### src/rtl/muldiv_unit_if.sv
// ---------------------------------------------------------------------------
// Module  : muldiv_unit_if
// Brief   : Request, flush and pending-writeback bundle of the M-extension unit.
// Revision: 1.0
// ---------------------------------------------------------------------------
`default_nettype none

interface muldiv_unit_if #(
    parameter int XLEN       = 32,
    parameter int HART_ID_W  = 2,
    parameter int REG_ADDR_W = 5
) ();
    logic                  req_valid;
    logic                  req_ready;
    logic [2:0]            req_op;
    logic [XLEN-1:0]       req_a;
    logic [XLEN-1:0]       req_b;
    logic [HART_ID_W-1:0]  req_hart_id;
    logic [REG_ADDR_W-1:0] req_rd;
    logic                  flush;
    logic [HART_ID_W-1:0]  flush_hart_id;
    logic                  busy;
    logic [HART_ID_W-1:0]  busy_hart_id;
    logic                  muldiv_pending;
    logic [HART_ID_W-1:0]  muldiv_pending_hart_id;
    logic [REG_ADDR_W-1:0] muldiv_pending_rd;
    logic [XLEN-1:0]       muldiv_pending_result;
    logic                  muldiv_wb_fire;

    // Pipeline side: issues ops, flushes harts, consumes the writeback.
    modport master (
        output req_valid, req_op, req_a, req_b, req_hart_id, req_rd,
        output flush, flush_hart_id, muldiv_wb_fire,
        input  req_ready, busy, busy_hart_id,
        input  muldiv_pending, muldiv_pending_hart_id, muldiv_pending_rd,
        input  muldiv_pending_result
    );

    modport slave (
        input  req_valid, req_op, req_a, req_b, req_hart_id, req_rd,
        input  flush, flush_hart_id, muldiv_wb_fire,
        output req_ready, busy, busy_hart_id,
        output muldiv_pending, muldiv_pending_hart_id, muldiv_pending_rd,
        output muldiv_pending_result
    );
endinterface

`default_nettype wire

### src/rtl/muldiv_unit.sv
// ---------------------------------------------------------------------------
// Module  : muldiv_unit
// Brief   : Iterative RV32M multiply/divide, one bit per cycle, with a
//           pending-writeback hold until the arbiter fires it.
// Revision: 1.0
// ---------------------------------------------------------------------------
`default_nettype none

module muldiv_unit #(
    parameter int XLEN       = 32,
    parameter int HART_ID_W  = 2,
    parameter int REG_ADDR_W = 5
) (
    input  wire logic     clk,
    input  wire logic     rst,
    muldiv_unit_if.slave  bus
);

    typedef enum logic [1:0] {
        S_IDLE = 2'd0,
        S_CALC = 2'd1,
        S_DONE = 2'd2
    } state_t;

    localparam logic [2:0] c_OP_MUL    = 3'b000;
    localparam logic [2:0] c_OP_MULH   = 3'b001;
    localparam logic [2:0] c_OP_MULHSU = 3'b010;
    localparam logic [2:0] c_OP_MULHU  = 3'b011;
    localparam logic [2:0] c_OP_DIV    = 3'b100;
    localparam logic [2:0] c_OP_DIVU   = 3'b101;
    localparam logic [2:0] c_OP_REM    = 3'b110;
    localparam logic [2:0] c_OP_REMU   = 3'b111;
    localparam logic [4:0] c_LAST_ITER = 5'd31;
    localparam logic [XLEN-1:0] c_INT_MIN = {1'b1, {(XLEN-1){1'b0}}};

    state_t                r_state;
    state_t                w_state_nxt;
    logic [2:0]            r_op;
    logic [HART_ID_W-1:0]  r_hart_id;
    logic [REG_ADDR_W-1:0] r_rd;
    logic [XLEN-1:0]       r_result;
    logic [4:0]            r_count;
    logic                  r_neg_res;
    logic                  r_neg_rem;
    logic [XLEN-1:0]       r_b_mag;
    logic [XLEN-1:0]       r_hi;
    logic [XLEN-1:0]       r_lo;

    // Request decode
    logic            w_accept;
    logic            w_a_signed;
    logic            w_b_signed;
    logic            w_a_neg;
    logic            w_b_neg;
    logic [XLEN-1:0] w_a_mag;
    logic [XLEN-1:0] w_b_mag;
    logic            w_div_by_zero;
    logic            w_overflow;
    logic            w_fast;
    logic [XLEN-1:0] w_fast_result;

    assign w_accept   = bus.req_valid && (r_state == S_IDLE);
    assign w_a_signed = (bus.req_op != c_OP_MULHU) && (bus.req_op != c_OP_DIVU) &&
                        (bus.req_op != c_OP_REMU);
    assign w_b_signed = (bus.req_op == c_OP_MUL) || (bus.req_op == c_OP_MULH) ||
                        (bus.req_op == c_OP_DIV) || (bus.req_op == c_OP_REM);
    assign w_a_neg    = w_a_signed && bus.req_a[XLEN-1];
    assign w_b_neg    = w_b_signed && bus.req_b[XLEN-1];
    assign w_a_mag    = w_a_neg ? (~bus.req_a + 1'b1) : bus.req_a;
    assign w_b_mag    = w_b_neg ? (~bus.req_b + 1'b1) : bus.req_b;

    assign w_div_by_zero = bus.req_op[2] && (bus.req_b == '0);
    assign w_overflow    = ((bus.req_op == c_OP_DIV) || (bus.req_op == c_OP_REM)) &&
                           (bus.req_a == c_INT_MIN) && (bus.req_b == '1);
    assign w_fast        = w_div_by_zero || w_overflow;

    // op[1] distinguishes REM/REMU from DIV/DIVU on the fast path
    always_comb begin
        w_fast_result = '0;
        if (w_div_by_zero) begin
            w_fast_result = bus.req_op[1] ? bus.req_a : '1;
        end else if (w_overflow) begin
            w_fast_result = bus.req_op[1] ? '0 : c_INT_MIN;
        end
    end

    // One iteration: multiply shifts {hi,lo} right, divide shifts it left.
    logic [XLEN:0]   w_mul_sum;
    logic [XLEN:0]   w_div_shift;
    logic [XLEN:0]   w_div_diff;
    logic            w_div_ok;
    logic [XLEN-1:0] w_hi_nxt;
    logic [XLEN-1:0] w_lo_nxt;

    assign w_mul_sum   = {1'b0, r_hi} + (r_lo[0] ? {1'b0, r_b_mag} : '0);
    assign w_div_shift = {r_hi, r_lo[XLEN-1]};
    assign w_div_diff  = w_div_shift - {1'b0, r_b_mag};
    assign w_div_ok    = !w_div_diff[XLEN];

    always_comb begin
        w_hi_nxt = w_mul_sum[XLEN:1];
        w_lo_nxt = {w_mul_sum[0], r_lo[XLEN-1:1]};
        if (r_op[2]) begin
            w_hi_nxt = w_div_ok ? w_div_diff[XLEN-1:0] : w_div_shift[XLEN-1:0];
            w_lo_nxt = {r_lo[XLEN-2:0], w_div_ok};
        end
    end

    // Sign fix-up and result selection for the final iteration
    logic [2*XLEN-1:0] w_prod;
    logic [2*XLEN-1:0] w_prod_fix;
    logic [XLEN-1:0]   w_quot_fix;
    logic [XLEN-1:0]   w_rem_fix;
    logic [XLEN-1:0]   w_calc_result;

    assign w_prod     = {w_hi_nxt, w_lo_nxt};
    assign w_prod_fix = r_neg_res ? (~w_prod + 1'b1) : w_prod;
    assign w_quot_fix = r_neg_res ? (~w_lo_nxt + 1'b1) : w_lo_nxt;
    assign w_rem_fix  = r_neg_rem ? (~w_hi_nxt + 1'b1) : w_hi_nxt;

    always_comb begin
        w_calc_result = '0;
        case (r_op)
            c_OP_MUL:                           w_calc_result = w_prod_fix[XLEN-1:0];
            c_OP_MULH, c_OP_MULHSU, c_OP_MULHU: w_calc_result = w_prod_fix[2*XLEN-1:XLEN];
            c_OP_DIV, c_OP_DIVU:                w_calc_result = w_quot_fix;
            c_OP_REM, c_OP_REMU:                w_calc_result = w_rem_fix;
            default:                            w_calc_result = '0;
        endcase
    end

    logic w_flush_hit;
    assign w_flush_hit = bus.flush && (bus.flush_hart_id == r_hart_id);

    always_ff @(posedge clk) begin
        if (rst) begin
            r_state <= S_IDLE;
        end else begin
            r_state <= w_state_nxt;
        end
    end

    always_comb begin
        w_state_nxt = r_state;
        case (r_state)
            S_IDLE: begin
                if (w_accept) begin
                    w_state_nxt = w_fast ? S_DONE : S_CALC;
                end
            end
            S_CALC: begin
                if (w_flush_hit) begin
                    w_state_nxt = S_IDLE;
                end else if (r_count == '0) begin
                    w_state_nxt = S_DONE;
                end
            end
            S_DONE: begin
                if (bus.muldiv_wb_fire) begin
                    w_state_nxt = S_IDLE;
                end
            end
            default: w_state_nxt = S_IDLE;
        endcase
    end

    always_ff @(posedge clk) begin
        if (rst) begin
            r_op      <= '0;
            r_hart_id <= '0;
            r_rd      <= '0;
            r_result  <= '0;
            r_count   <= '0;
            r_neg_res <= 1'b0;
            r_neg_rem <= 1'b0;
            r_b_mag   <= '0;
            r_hi      <= '0;
            r_lo      <= '0;
        end else begin
            case (r_state)
                S_IDLE: begin
                    if (w_accept) begin
                        r_op      <= bus.req_op;
                        r_hart_id <= bus.req_hart_id;
                        r_rd      <= bus.req_rd;
                        r_count   <= c_LAST_ITER;
                        r_neg_res <= w_a_neg ^ w_b_neg;
                        r_neg_rem <= w_a_neg;
                        r_b_mag   <= w_b_mag;
                        r_hi      <= '0;
                        r_lo      <= w_a_mag;
                        if (w_fast) begin
                            r_result <= w_fast_result;
                        end
                    end
                end
                S_CALC: begin
                    if (!w_flush_hit) begin
                        r_hi    <= w_hi_nxt;
                        r_lo    <= w_lo_nxt;
                        r_count <= r_count - 5'd1;
                        if (r_count == '0) begin
                            r_result <= w_calc_result;
                        end
                    end
                end
                default: ;
            endcase
        end
    end

    assign bus.req_ready              = (r_state == S_IDLE);
    assign bus.busy                   = (r_state != S_IDLE);
    assign bus.busy_hart_id           = (r_state != S_IDLE) ? r_hart_id : '0;
    assign bus.muldiv_pending         = (r_state == S_DONE);
    assign bus.muldiv_pending_hart_id = r_hart_id;
    assign bus.muldiv_pending_rd      = r_rd;
    assign bus.muldiv_pending_result  = r_result;

endmodule

`default_nettype wire

### src/flat_wrapper.sv
// flat-port wrapper written by rule: the top's interface ports become plain ports
module muldiv_unit_flat 
#(
    parameter int XLEN       = 32,
    parameter int HART_ID_W  = 2,
    parameter int REG_ADDR_W = 5
)
  (clk, rst, bus_req_valid, bus_req_op, bus_req_a, bus_req_b, bus_req_hart_id, bus_req_rd, bus_flush, bus_flush_hart_id, bus_muldiv_wb_fire, bus_req_ready, bus_busy, bus_busy_hart_id, bus_muldiv_pending, bus_muldiv_pending_hart_id, bus_muldiv_pending_rd, bus_muldiv_pending_result);
  muldiv_unit_if #(.XLEN(XLEN), .HART_ID_W(HART_ID_W), .REG_ADDR_W(REG_ADDR_W)) bus_i ();
  input  wire logic clk;
  input  wire logic rst;
  input wire logic [$bits(bus_i.req_valid)-1:0] bus_req_valid;
  input wire logic [$bits(bus_i.req_op)-1:0] bus_req_op;
  input wire logic [$bits(bus_i.req_a)-1:0] bus_req_a;
  input wire logic [$bits(bus_i.req_b)-1:0] bus_req_b;
  input wire logic [$bits(bus_i.req_hart_id)-1:0] bus_req_hart_id;
  input wire logic [$bits(bus_i.req_rd)-1:0] bus_req_rd;
  input wire logic [$bits(bus_i.flush)-1:0] bus_flush;
  input wire logic [$bits(bus_i.flush_hart_id)-1:0] bus_flush_hart_id;
  input wire logic [$bits(bus_i.muldiv_wb_fire)-1:0] bus_muldiv_wb_fire;
  output wire logic [$bits(bus_i.req_ready)-1:0] bus_req_ready;
  output wire logic [$bits(bus_i.busy)-1:0] bus_busy;
  output wire logic [$bits(bus_i.busy_hart_id)-1:0] bus_busy_hart_id;
  output wire logic [$bits(bus_i.muldiv_pending)-1:0] bus_muldiv_pending;
  output wire logic [$bits(bus_i.muldiv_pending_hart_id)-1:0] bus_muldiv_pending_hart_id;
  output wire logic [$bits(bus_i.muldiv_pending_rd)-1:0] bus_muldiv_pending_rd;
  output wire logic [$bits(bus_i.muldiv_pending_result)-1:0] bus_muldiv_pending_result;
  assign bus_i.req_valid = bus_req_valid;
  assign bus_i.req_op = bus_req_op;
  assign bus_i.req_a = bus_req_a;
  assign bus_i.req_b = bus_req_b;
  assign bus_i.req_hart_id = bus_req_hart_id;
  assign bus_i.req_rd = bus_req_rd;
  assign bus_i.flush = bus_flush;
  assign bus_i.flush_hart_id = bus_flush_hart_id;
  assign bus_i.muldiv_wb_fire = bus_muldiv_wb_fire;
  assign bus_req_ready = bus_i.req_ready;
  assign bus_busy = bus_i.busy;
  assign bus_busy_hart_id = bus_i.busy_hart_id;
  assign bus_muldiv_pending = bus_i.muldiv_pending;
  assign bus_muldiv_pending_hart_id = bus_i.muldiv_pending_hart_id;
  assign bus_muldiv_pending_rd = bus_i.muldiv_pending_rd;
  assign bus_muldiv_pending_result = bus_i.muldiv_pending_result;
  muldiv_unit #(.XLEN(XLEN), .HART_ID_W(HART_ID_W), .REG_ADDR_W(REG_ADDR_W)) u_core (.clk(clk), .rst(rst), .bus(bus_i));
endmodule
### config.mk
export PLATFORM = sky130hd
export DESIGN_NAME = muldiv_unit_flat
export DESIGN_NICKNAME = d
export VERILOG_FILES = /design/src/rtl/muldiv_unit_if.sv /design/src/rtl/muldiv_unit.sv /design/src/flat_wrapper.sv
export SDC_FILE = /design/constraint.sdc
export NUM_CORES = 1
export LEC_CHECK = 0
export BUFFER_PORTS_ARGS = -buffer_cell sky130_fd_sc_hd__buf_2
export CAP_MARGIN = 10
export CORE_ASPECT_RATIO = 0.8
export CORE_MARGIN = 2
export CORE_UTILIZATION = 55
export CTS_CLUSTER_DIAMETER = 120
export CTS_CLUSTER_SIZE = 28
export DETAILED_ROUTE_END_ITERATION = 6
export MAX_ROUTING_LAYER = met4
export PLACE_DENSITY = 0.86
export SLEW_MARGIN = 30
export SYNTH_ARGS = -nofsm -noshare
export SYNTH_HDL_FRONTEND = slang
export SYNTH_SLANG_ARGS = --single-unit
### constraint.sdc
create_clock -name clk -period 4.9 [get_ports clk]
set_input_delay 0.49 -clock clk [delete_from_list [all_inputs] [get_ports clk]]
set_output_delay 0.49 -clock clk [all_outputs]
set_load 0.02 [all_outputs]
==> impl_metrics.env <==
export IMPL_drt_pre_antenna_iters=7
export IMPL_synth_cell_area_sq_um=15100
export IMPL_io_pin_count=125
export IMPL_ys_seq_elements=147
export IMPL_ys_types=99
export IMPL_finish_utilization=0.696
export IMPL_synth_xor_area_frac=0.105
export IMPL_port_buffers=124
export IMPL_clockBufferDepth=2
export IMPL_r2r_end="u_core.bus.muldiv_pending_result[20]"
export IMPL_routedWlPerCell_um=24.1
export IMPL_fp_row_count=54
export IMPL_postCtsHoldBufs=0
export IMPL_maxCapViolations=0
export IMPL_antenna_found_initial=1
export IMPL_stdcell_count=2783
export IMPL_grt_max_degree=92
export IMPL_drt_iter0_drc=2507
export IMPL_hold_viol=0
export IMPL_min_path_cells=3
export IMPL_finClkSkew_ns=0.0160
export IMPL_violations="negative setup slack"
export IMPL_setup_slack_ns=-0.00269
export IMPL_synth_area_leader_cell="dfxtp_1"
export IMPL_place_congestion=1.04
export IMPL_crit_buf_inv=4
export IMPL_grt_pass1_wl_um=101000
export IMPL_hold_start="bus_req_rd[4]"
export IMPL_routed_wl_um=67000
export IMPL_final_nets=2558
export IMPL_grt_usage=0.469
export IMPL_powerDensity_nw_per_um2=447
export IMPL_synth_ff_type="dfxtp_1"
export IMPL_max_freq_ghz=0.204
export IMPL_dp_cells=2725
export IMPL_reg2reg_slack_ns=-0.003
export IMPL_grt_pass1_vias=17075
export IMPL_placement_cell_area_sq_um=17600
export IMPL_required_ns=5.24
export IMPL_fp_coreArea_sq_um=27100
export IMPL_syn_instance_count=2112
export IMPL_yosysWarnings=0
export IMPL_synth_edf_count=0
export IMPL_dp_hpwl_um=51100
export IMPL_critPathCaptureType="register"
export IMPL_cts_tree="yes"
export IMPL_final_common_cell="nor2_1"
export IMPL_leakagePower_nw=7.74
export IMPL_cts_root_buf="clkbuf_16"
export IMPL_rsz0062_at_grt="yes"
export IMPL_start_util=0.556
export IMPL_peakVddDrop_mv=0.576
export IMPL_min_path_type="input port to register"
export IMPL_worstReg2RegStart="u_core.r_lo[31]"
export IMPL_final_setup_viol_count=1
export IMPL_max_slew_margin=0.295
export IMPL_crit_path_start_kind="register"
export IMPL_synthesis_nets=2266
export IMPL_muxShareOfSynthArea=0.0285
export IMPL_syn_to_final_growth_pct=25.2
export IMPL_die_x_um=189
export IMPL_seq_area_frac_synth=0.195
export IMPL_synth_simple_area_share=0.248
export IMPL_dieArea_sq_um=28700
export IMPL_numCtsBuffers=17
export IMPL_vias=18429
export IMPL_cts_max_level=4
export IMPL_critPathMaxStageDelay_ns=0.53
export IMPL_drive_gt1_frac=0.238
export IMPL_die_h_um=152
export IMPL_fin_crit_ns=4.90
export IMPL_yosys_area_share_adder=0.0617
export IMPL_synth_top_area_share=0.195
export IMPL_drc_errors=0
export IMPL_path_max_fanout=4
export IMPL_via_per_inst=6.62
export IMPL_path_class="register to register"
export IMPL_layout_common_cells="nor2_1, buf_4, a21oi_1"
export IMPL_fin_crit_sh=1.00
export IMPL_ff2ff_path_depth=26
export IMPL_clkSinkCount=147
export IMPL_ys_top_cells_by_area="dfxtp_1, nor2_1, a21oi_1, xnor2_1, ha_1"
export IMPL_status="finished with violations"
export IMPL_worst_hold_path_endpoint="u_core.bus.muldiv_pending_rd[4]"
export IMPL_slew_violations=0
export IMPL_avgSynthCellArea_sq_um=7.13
export IMPL_fill_cells=2323
export IMPL_fin_area_sq_um=18900
export IMPL_grt_remaining_overflow=0
export IMPL_tightest_slew_ns=1.05
export IMPL_worst_ep_arrival_time_ns=5.24
export IMPL_drtAntennaViolNets=0
export IMPL_synth_top_family_by_area="compound AO/OA/AOI/OAI gates"
export IMPL_clock_latency_ns=0.46
export IMPL_crit_family="simple AND/OR/NAND/NOR gates"
export IMPL_synthArstFlopShare=0
export IMPL_critPathSlowestCell="or4_4"
export IMPL_synth_compound_area_frac=0.309
export IMPL_clk_pin_slew_ns=0.07
==> logic make-up (layout without fill, tap and decap cells) <==
kind of cell	count (synthesis)	count (layout)
AO/OA/AOI/OAI	700	700
XOR/XNOR	180	180
adder cells (fa/ha/maj)	73	73
buffers and inverters	192	497
flip-flops	147	147
multiplexers	42	42
other	0	2
AND/OR/NAND/NOR	778	778
==> synth_stat cells (65+ instances only) <==
library cell  number
inv_1             68
ha_1              71
a21oi_1          202
xor2_1            78
clkbuf_1          92
o21ai_0          132
xnor2_1          102
a211oi_1          65
dfxtp_1          147
nand2_1          188
nor2_1           277
==> worst max path at each step <==
stage	endpoint	startpoint	cells past startpoint
after floorplan	u_core.bus.muldiv_pending_result[28]	u_core.r_lo[31]	27
after global placement	u_core.bus.muldiv_pending_result[20]	u_core.r_lo[31]	24
after detailed placement	u_core.bus.muldiv_pending_result[22]	u_core.r_lo[31]	24
after CTS	u_core.bus.muldiv_pending_result[14]	u_core.r_b_mag[15]	25
after global routing	u_core.bus.muldiv_pending_result[20]	u_core.r_lo[31]	26
final	u_core.bus.muldiv_pending_result[20]	u_core.r_lo[31]	26
==> area by class of cell <==
type	count	area [sq um]	share of cell area
Clock buffer	19	453	0.0240
Sequential cell	147	2950	0.156
Antenna cell	2	5.00	0.000265
Tap cell	364	455	0.0242
Clock inverter	13	138	0.00730
Multi-Input combinational cell	1773	11900	0.631
Inverter	70	263	0.0139
Timing Repair Buffer	395	2700	0.143
==> sequential cells by signal (all words and copies together), names as in the netlist, 2 cells and up <==
name,count
u_core.bus.muldiv_pending_rd,5
u_core.r_b_mag,32
u_core.r_count,5
u_core.bus.muldiv_pending_result,32
u_core.r_op,3
u_core.r_hi,32
u_core.r_state,2
u_core.bus.muldiv_pending_hart_id,2
u_core.r_lo,32
==> report_power, final <==
group          switching, mW  internal [mW]  total (mW)
logic                   3.32           2.03        5.35
clock network          0.644          0.745        1.39
registers              0.269           1.43        1.70
total                   4.23           4.20        8.43
==> worst reg2reg max path: stages, from the launching register on <==
cell and delay, ns:
dfxtp_2 0.34, inv_2 0.05, ha_4 0.15, fa_2 0.34
nand2b_4 0.17, a21oi_4 0.19, o21ai_4 0.09, o21ai_4 0.22
nand3_2 0.13, buf_6 0.15, nand3_4 0.08, nand2_4 0.07
nand2_2 0.07, o21ai_2 0.06, mux2i_2 0.19, ha_2 0.25
inv_2 0.07, nor4_4 0.26, a211oi_2 0.14, nor3_2 0.32
nand3_1 0.15, or4_4 0.53, buf_6 0.16, o311ai_4 0.26
a21o_1 0.17, or4_1 0.10, a22oi_1 0.06
==> timing repair <==
action,CTS,global route
setup buffers,12,12
resized for setup,31,82
gates cloned,0,0
endpoints found under the setup margin,16,21
pin swaps,21,41
==> stage by stage <==
stage                     hold slack, ns  power [mW]  worst slack (ns)  setup TNS (ns)
after floorplan                    0.448        4.56           -0.0295         -0.0295
after global placement             0.441        6.40           -0.0638          -0.236
after detailed placement           0.451        6.47            -0.355           -2.73
after CTS                          0.269        7.98          0.000346               0
after global routing               0.284        8.80            -0.168          -0.851
final                              0.274        8.43          -0.00269        -0.00269
==> metal layers <==
layer / share of wire / GRT usage / vias to the layer above
met3: 0.15 / 0.178 / 189
met5: 0 / - / -
li1: - / - / 8319
met1: 0.43 / 0.654 / 8657
met4: 0.031 / 0.132 / 0
met2: 0.39 / 0.621 / 1264
No activity file was read; power rests on OpenSTA's default activity.
